<file path="config.mk">
export PLATFORM = sky130hd
export DESIGN_NAME = reel_stop_scheduler
export DESIGN_NICKNAME = d
export VERILOG_FILES = /design/src/rtl/reel_stop_scheduler.sv
export SDC_FILE = /design/constraint.sdc
export NUM_CORES = 1
export LEC_CHECK = 0
export ABC_AREA = 1
export CAP_MARGIN = 20
export CELL_PAD_IN_SITES_DETAIL_PLACEMENT = 0
export CELL_PAD_IN_SITES_GLOBAL_PLACEMENT = 1
export CORE_ASPECT_RATIO = 1.75
export CORE_MARGIN = 1
export CORE_UTILIZATION = 40
export DETAILED_ROUTE_END_ITERATION = 16
export PLACE_DENSITY = 0.79
export SLEW_MARGIN = 15
export SYNTH_ARGS = -nofsm -noshare
export SYNTH_HDL_FRONTEND = slang
export SYNTH_SLANG_ARGS = --single-unit
</file>
<file path="constraint.sdc">
create_clock -name clk_i -period 2.12 [get_ports clk_i]
set_input_delay 0.318 -clock clk_i [delete_from_list [all_inputs] [get_ports clk_i]]
set_output_delay 0.318 -clock clk_i [all_outputs]
set_load 0.005 [all_outputs]
</file>
<file path="src/rtl/reel_stop_scheduler.sv">
// Five-reel slot spin sequencer: spins all reels, stops them on staggered
// animation ticks, then scores the leftmost run of equal symbols.
module reel_stop_scheduler #(
  parameter int TICK_DIV       = 250000,
  parameter int MIN_SPIN_TICKS = 100,
  parameter int STAGGER_TICKS  = 30
) (
  input  logic        clk_i,
  input  logic        rst_ni,
  input  logic        spin_req_i,
  input  logic [14:0] rnd_i,
  output logic        busy_o,
  output logic [4:0]  reel_spin_o,
  output logic        anim_step_o,
  output logic [2:0]  sym1_o,
  output logic [2:0]  sym2_o,
  output logic [2:0]  sym3_o,
  output logic [2:0]  sym4_o,
  output logic [2:0]  sym5_o,
  output logic        done_o,
  output logic        win_o,
  output logic [2:0]  match_cnt_o
);

  // A zero minimum spin still needs one tick before the first reel can stop.
  localparam int MIN_EFF = (MIN_SPIN_TICKS == 0) ? 1 : MIN_SPIN_TICKS;
  localparam int LAST    = MIN_EFF + 4 * STAGGER_TICKS;
  localparam int TW      = $clog2(LAST + 2);
  localparam int PW      = (TICK_DIV > 1) ? $clog2(TICK_DIV) : 1;

  typedef enum logic [1:0] {IDLE, SPIN, STOP, EVAL} state_t;

  state_t          state;
  logic [PW-1:0]   presc;
  logic [TW-1:0]   tick_cnt;
  logic [TW-1:0]   tick_num;
  logic            running;
  logic            tick;
  logic            start;
  logic [4:0]      stop_hit;
  logic [4:0]      reel_spin;
  logic [4:0][2:0] sym;
  logic [2:0]      mcnt;
  logic            run;

  assign running  = (state == SPIN) || (state == STOP);
  assign tick     = running && (presc == PW'(TICK_DIV - 1));
  assign tick_num = tick_cnt + TW'(1);
  // The done cycle is already IDLE, but a request there must not restart.
  assign start    = (state == IDLE) && spin_req_i && !done_o;

  for (genvar k = 0; k < 5; k++) begin : g_reel
    logic       spin;
    logic [2:0] sym_q;
    logic [2:0] field;

    assign field       = rnd_i[3*k +: 3];
    assign stop_hit[k] = tick && (tick_num == TW'(MIN_EFF + k * STAGGER_TICKS));

    always_ff @(posedge clk_i or negedge rst_ni) begin
      if (!rst_ni) begin
        spin  <= 1'b0;
        sym_q <= '0;
      end else if (start) begin
        spin <= 1'b1;
      end else if (tick && spin) begin
        // Fold 6,7 onto 0,1 so every reel shows one of six symbols.
        sym_q <= (field > 3'd5) ? field - 3'd6 : field;
        if (stop_hit[k]) spin <= 1'b0;
      end
    end

    assign reel_spin[k] = spin;
    assign sym[k]       = sym_q;
  end

  always_comb begin
    mcnt = 3'd1;
    run  = 1'b1;
    for (int k = 1; k < 5; k++) begin
      run = run && (sym[k] == sym[0]);
      if (run) mcnt = mcnt + 3'd1;
    end
  end

  always_ff @(posedge clk_i or negedge rst_ni) begin
    if (!rst_ni) begin
      state       <= IDLE;
      presc       <= '0;
      tick_cnt    <= '0;
      done_o      <= 1'b0;
      win_o       <= 1'b0;
      match_cnt_o <= '0;
    end else begin
      done_o <= 1'b0;
      case (state)
        IDLE: if (start) begin
          state       <= SPIN;
          presc       <= '0;
          tick_cnt    <= '0;
          win_o       <= 1'b0;
          match_cnt_o <= '0;
        end
        SPIN, STOP: begin
          presc <= tick ? '0 : presc + PW'(1);
          if (tick) begin
            tick_cnt <= tick_num;
            if (stop_hit[4])      state <= EVAL;
            else if (stop_hit[0]) state <= STOP;
          end
        end
        EVAL: begin
          match_cnt_o <= mcnt;
          win_o       <= (mcnt >= 3'd3);
          done_o      <= 1'b1;
          state       <= IDLE;
        end
        default: state <= IDLE;
      endcase
    end
  end

  assign busy_o      = (state != IDLE);
  assign anim_step_o = tick;
  assign reel_spin_o = reel_spin;
  assign sym1_o      = sym[0];
  assign sym2_o      = sym[1];
  assign sym3_o      = sym[2];
  assign sym4_o      = sym[3];
  assign sym5_o      = sym[4];

endmodule

</file>
==> out/qor.csv <==
metric,value,unit
Post-synth ARST share,100.0,%
Fin. Hold Viols,0,
via count,2619,
RSZ-0062 raised after global routing,false,
post-synthesis mux area share,0.3328,%
fin nets,459,
"Seq/Total Area, Yosys",44.09,%
Starting DRT DRC Count,91,
post-synthesis net count,408,
number of top-level pins,45,
DRT antenna net count,0,
worst skew pair latency,0.30,ns
initial antenna violation count,0,
final setup violation count,0,
Power Dens Cells,853.0,nW/um^2
Simple-Gate Fraction of Synth Area,29.16,%
fin crit share,92.35,%
DR WL/cell,14.19,um
post-layout util,51.76,%
Yosys top cell by area,dfrtp_1,
Arrival @ worst endpoint,1.64,ns
FMAX,0.5108,GHz
placed cell count,511,
vias in the first global route,2637,
Final Non-Filler Cells,520,
Worst Path Max Fanout,3,
worst min path class,reg2reg,
Post-Synth Adder-Cell Area,3.328,%
total CTS buffers,5,
status,completed,
layout cells sized above 1,8.756,%
Initial Util,41.58,%
GRT Total Usage,20.73,%
peak supply drop,0.0005940,V
postcts setup bufs,0,
Setup crit end kind,output port,
Chip Width,67.55,um
Synth Area in Compound Gates,9.692,%
H-tree levels,2,
CTS tree,yes,
Die Footprint,7884,um^2
fill count,710,
antenna cells,0,
Post-synth EDFFs,0,
Max Slew Vio Count,0,
Root Buffer Master,clkbuf_16,
CTS Sinks,53,
Netlist cell types,33,
First-pass DRT Iterations,6,
Rel. slew slack,65.64,%
maximum clock path buffer count,2,
total negative slack,0,ns
HPWL after detailed placement,5727,um
Syn Inst Count,382,
main combinational cell family by area after synthesis,simple AND/OR/NAND/NOR gates,
Syn-to-layout area delta,24.46,%
Max Cap Viol,0,
CP Class,reg2out,
IO buf count,44,
time the worst path needs with I/O delays and setup,1.958,ns
dpl ws,0.1761,ns
Congestion Overflow GR,0,
Clock Skew,0.006045,ns
cell row count,41,
P_leak,1.662,nW
clk slew on worst S/H paths,0.07,ns
first-pass GRT wire length,12140,um
Synth Cell Area,3008,um^2
synth warn,0,
Synth Area in XOR/XNOR,5.241,%
dominant synthesized flop cell,dfrtp_1,
Slew @ Worst Pin,0.5154,ns
largest net degree at the start of global routing,34,
Critical Path RT,1.80,ns
Total Power,0.003193,W
Post-Route WL,7379,um
Area contributors post-synth,"dfrtp_1 (44%), nand2_1 (11%), inv_1 (5.5%)",
Yosys top cell area share,44.09,%
Final Wtd Congestion,0.8730,
Vias/cell,5.037,
Synth Register Bits,53,
Core Footprint,7233,um^2
# DRC,0,
die height,116.7,um
final setup margin,0.1621,ns
Post-Syn Area per Cell,7.874,um^2
CP Launch Type,register,
## metal layers
metal	wire, um	share of wire [%]	vias to the layer above	track usage [%]
li1	-	-	1344	-
met1	2921	40	1219	21.35
met2	4105	56	50	40.26
met3	250	3.4	6	3.320
met4	102	1.4	0	6.809
met5	0	0	-	0
## state kept, by name (all words and copies together) (netlist names)
register	count
match_cnt_o	3
sym2_o	3
presc	18
g_reel.spin	5
tick_cnt	8
win_o	1
state	2
sym1_o	3
sym5_o	3
sym4_o	3
sym3_o	3
done_o	1
## layout make-up
cell class / instances / area (um^2) / share of cell area (%)
Timing Repair Buffer: 55 / 531.8 / 14.20
Sequential cell: 53 / 1328 / 35.46
Clock inverter: 2 / 38.79 / 1.036
Multi-Input combinational cell: 272 / 1436 / 38.37
Inverter: 46 / 172.7 / 4.612
Clock buffer: 6 / 128.9 / 3.443
Tap cell: 86 / 107.6 / 2.874
## final timing paths
check | startpoint | endpoint | slack, ns | depth (start not counted)
hold reg to reg | match_cnt_o[0]$_DFFE_PN0P_ | match_cnt_o[0]$_DFFE_PN0P_ | 0.48 | 2
hold / removal | match_cnt_o[0]$_DFFE_PN0P_ | match_cnt_o[0]$_DFFE_PN0P_ | 0.48 | 2
setup reg to reg | state[0]$_DFFE_PN0P_ | tick_cnt[0]$_DFFE_PN0P_ | 0.23 | 8
setup / recovery | presc[1]$_DFFE_PN0P_ | anim_step_o | 0.16 | 6
min in group asynchronous | rst_ni | sym1_o[0]$_DFFE_PN0P_ | 0.53 | 2
max in group asynchronous | rst_ni | win_o$_DFFE_PN0P_ | 1.01 | 3
## power breakdown
| group | internal, W | switching, W | leakage (nW) |
|---|---|---|---|
| combinational | 0.000426 | 0.000669 | 0.880 |
| clock | 0.000560 | 0.000371 | 0.0810 |
| sequential | 0.00110 | 0.0000676 | 0.701 |
## synth_stat cells, types with 2 or more instances
master,count
o22ai_1,8
nor3_1,14
nor4_1,3
nand2_1,86
nor2_1,42
a21oi_1,14
dfrtp_1,53
nand4_1,7
inv_1,44
clkbuf_1,3
xnor2_1,9
nor2_2,3
ha_1,8
or2_2,5
inv_2,2
nand2_2,3
o21ai_0,23
a211oi_1,2
buf_4,6
nand3_1,26
xor2_1,9
## cells by family (layout without fill, tap and decap cells)
family	count (synthesis)	after routing
DFF	53	53
muxes	1	1
adders and majority gates	8	8
AOI/OAI and AO/OA	51	51
xor gates and xnor gates	18	18
buffers and inverters	57	109
and+or+nand+nor	194	194
## per-stage QoR
step,hold slack (ns),instance area (um^2)
finish,0.4814,3744
detailed placement,0.3152,3566
floorplan,0.02241,3008
global placement,0.3090,3566
global route,0.5032,3744
CTS,0.4891,3742
## cell usage in the layout, fill, tap and decap left out, drive strengths merged, types with 6 or more instances in the layout
| cell | netlist | final |
|---|---|---|
| nand4 | 7 | 7 |
| nand2 | 89 | 89 |
| dfrtp | 53 | 53 |
| nand3 | 27 | 27 |
| clkdlybuf4s50 | 0 | 42 |
| xnor2 | 9 | 9 |
| inv | 46 | 46 |
| ha | 8 | 8 |
| o21ai | 24 | 24 |
| clkbuf | 3 | 6 |
| a21oi | 14 | 14 |
| xor2 | 9 | 9 |
| nor3 | 16 | 16 |
| nor2 | 45 | 45 |
| o22ai | 9 | 9 |
| buf | 8 | 11 |
## worst max-delay path, cell delays in order, from the launching register on
cell and delay (ns):
dfrtp_1 0.37, ha_1 0.20, nand3_1 0.14, inv_1 0.12, nand2_2 0.11, nor3_4 0.15
dlygate4sd2_1 0.27
## timing repair
action | in CTS | in global routing
resized for setup | 1 | 2
endpoints found under the setup margin | 1 | 3
endpoints found under the hold margin | 20 | 0
hold buffers | 1 | 0
No activity file was read; power rests on OpenSTA's default activity.
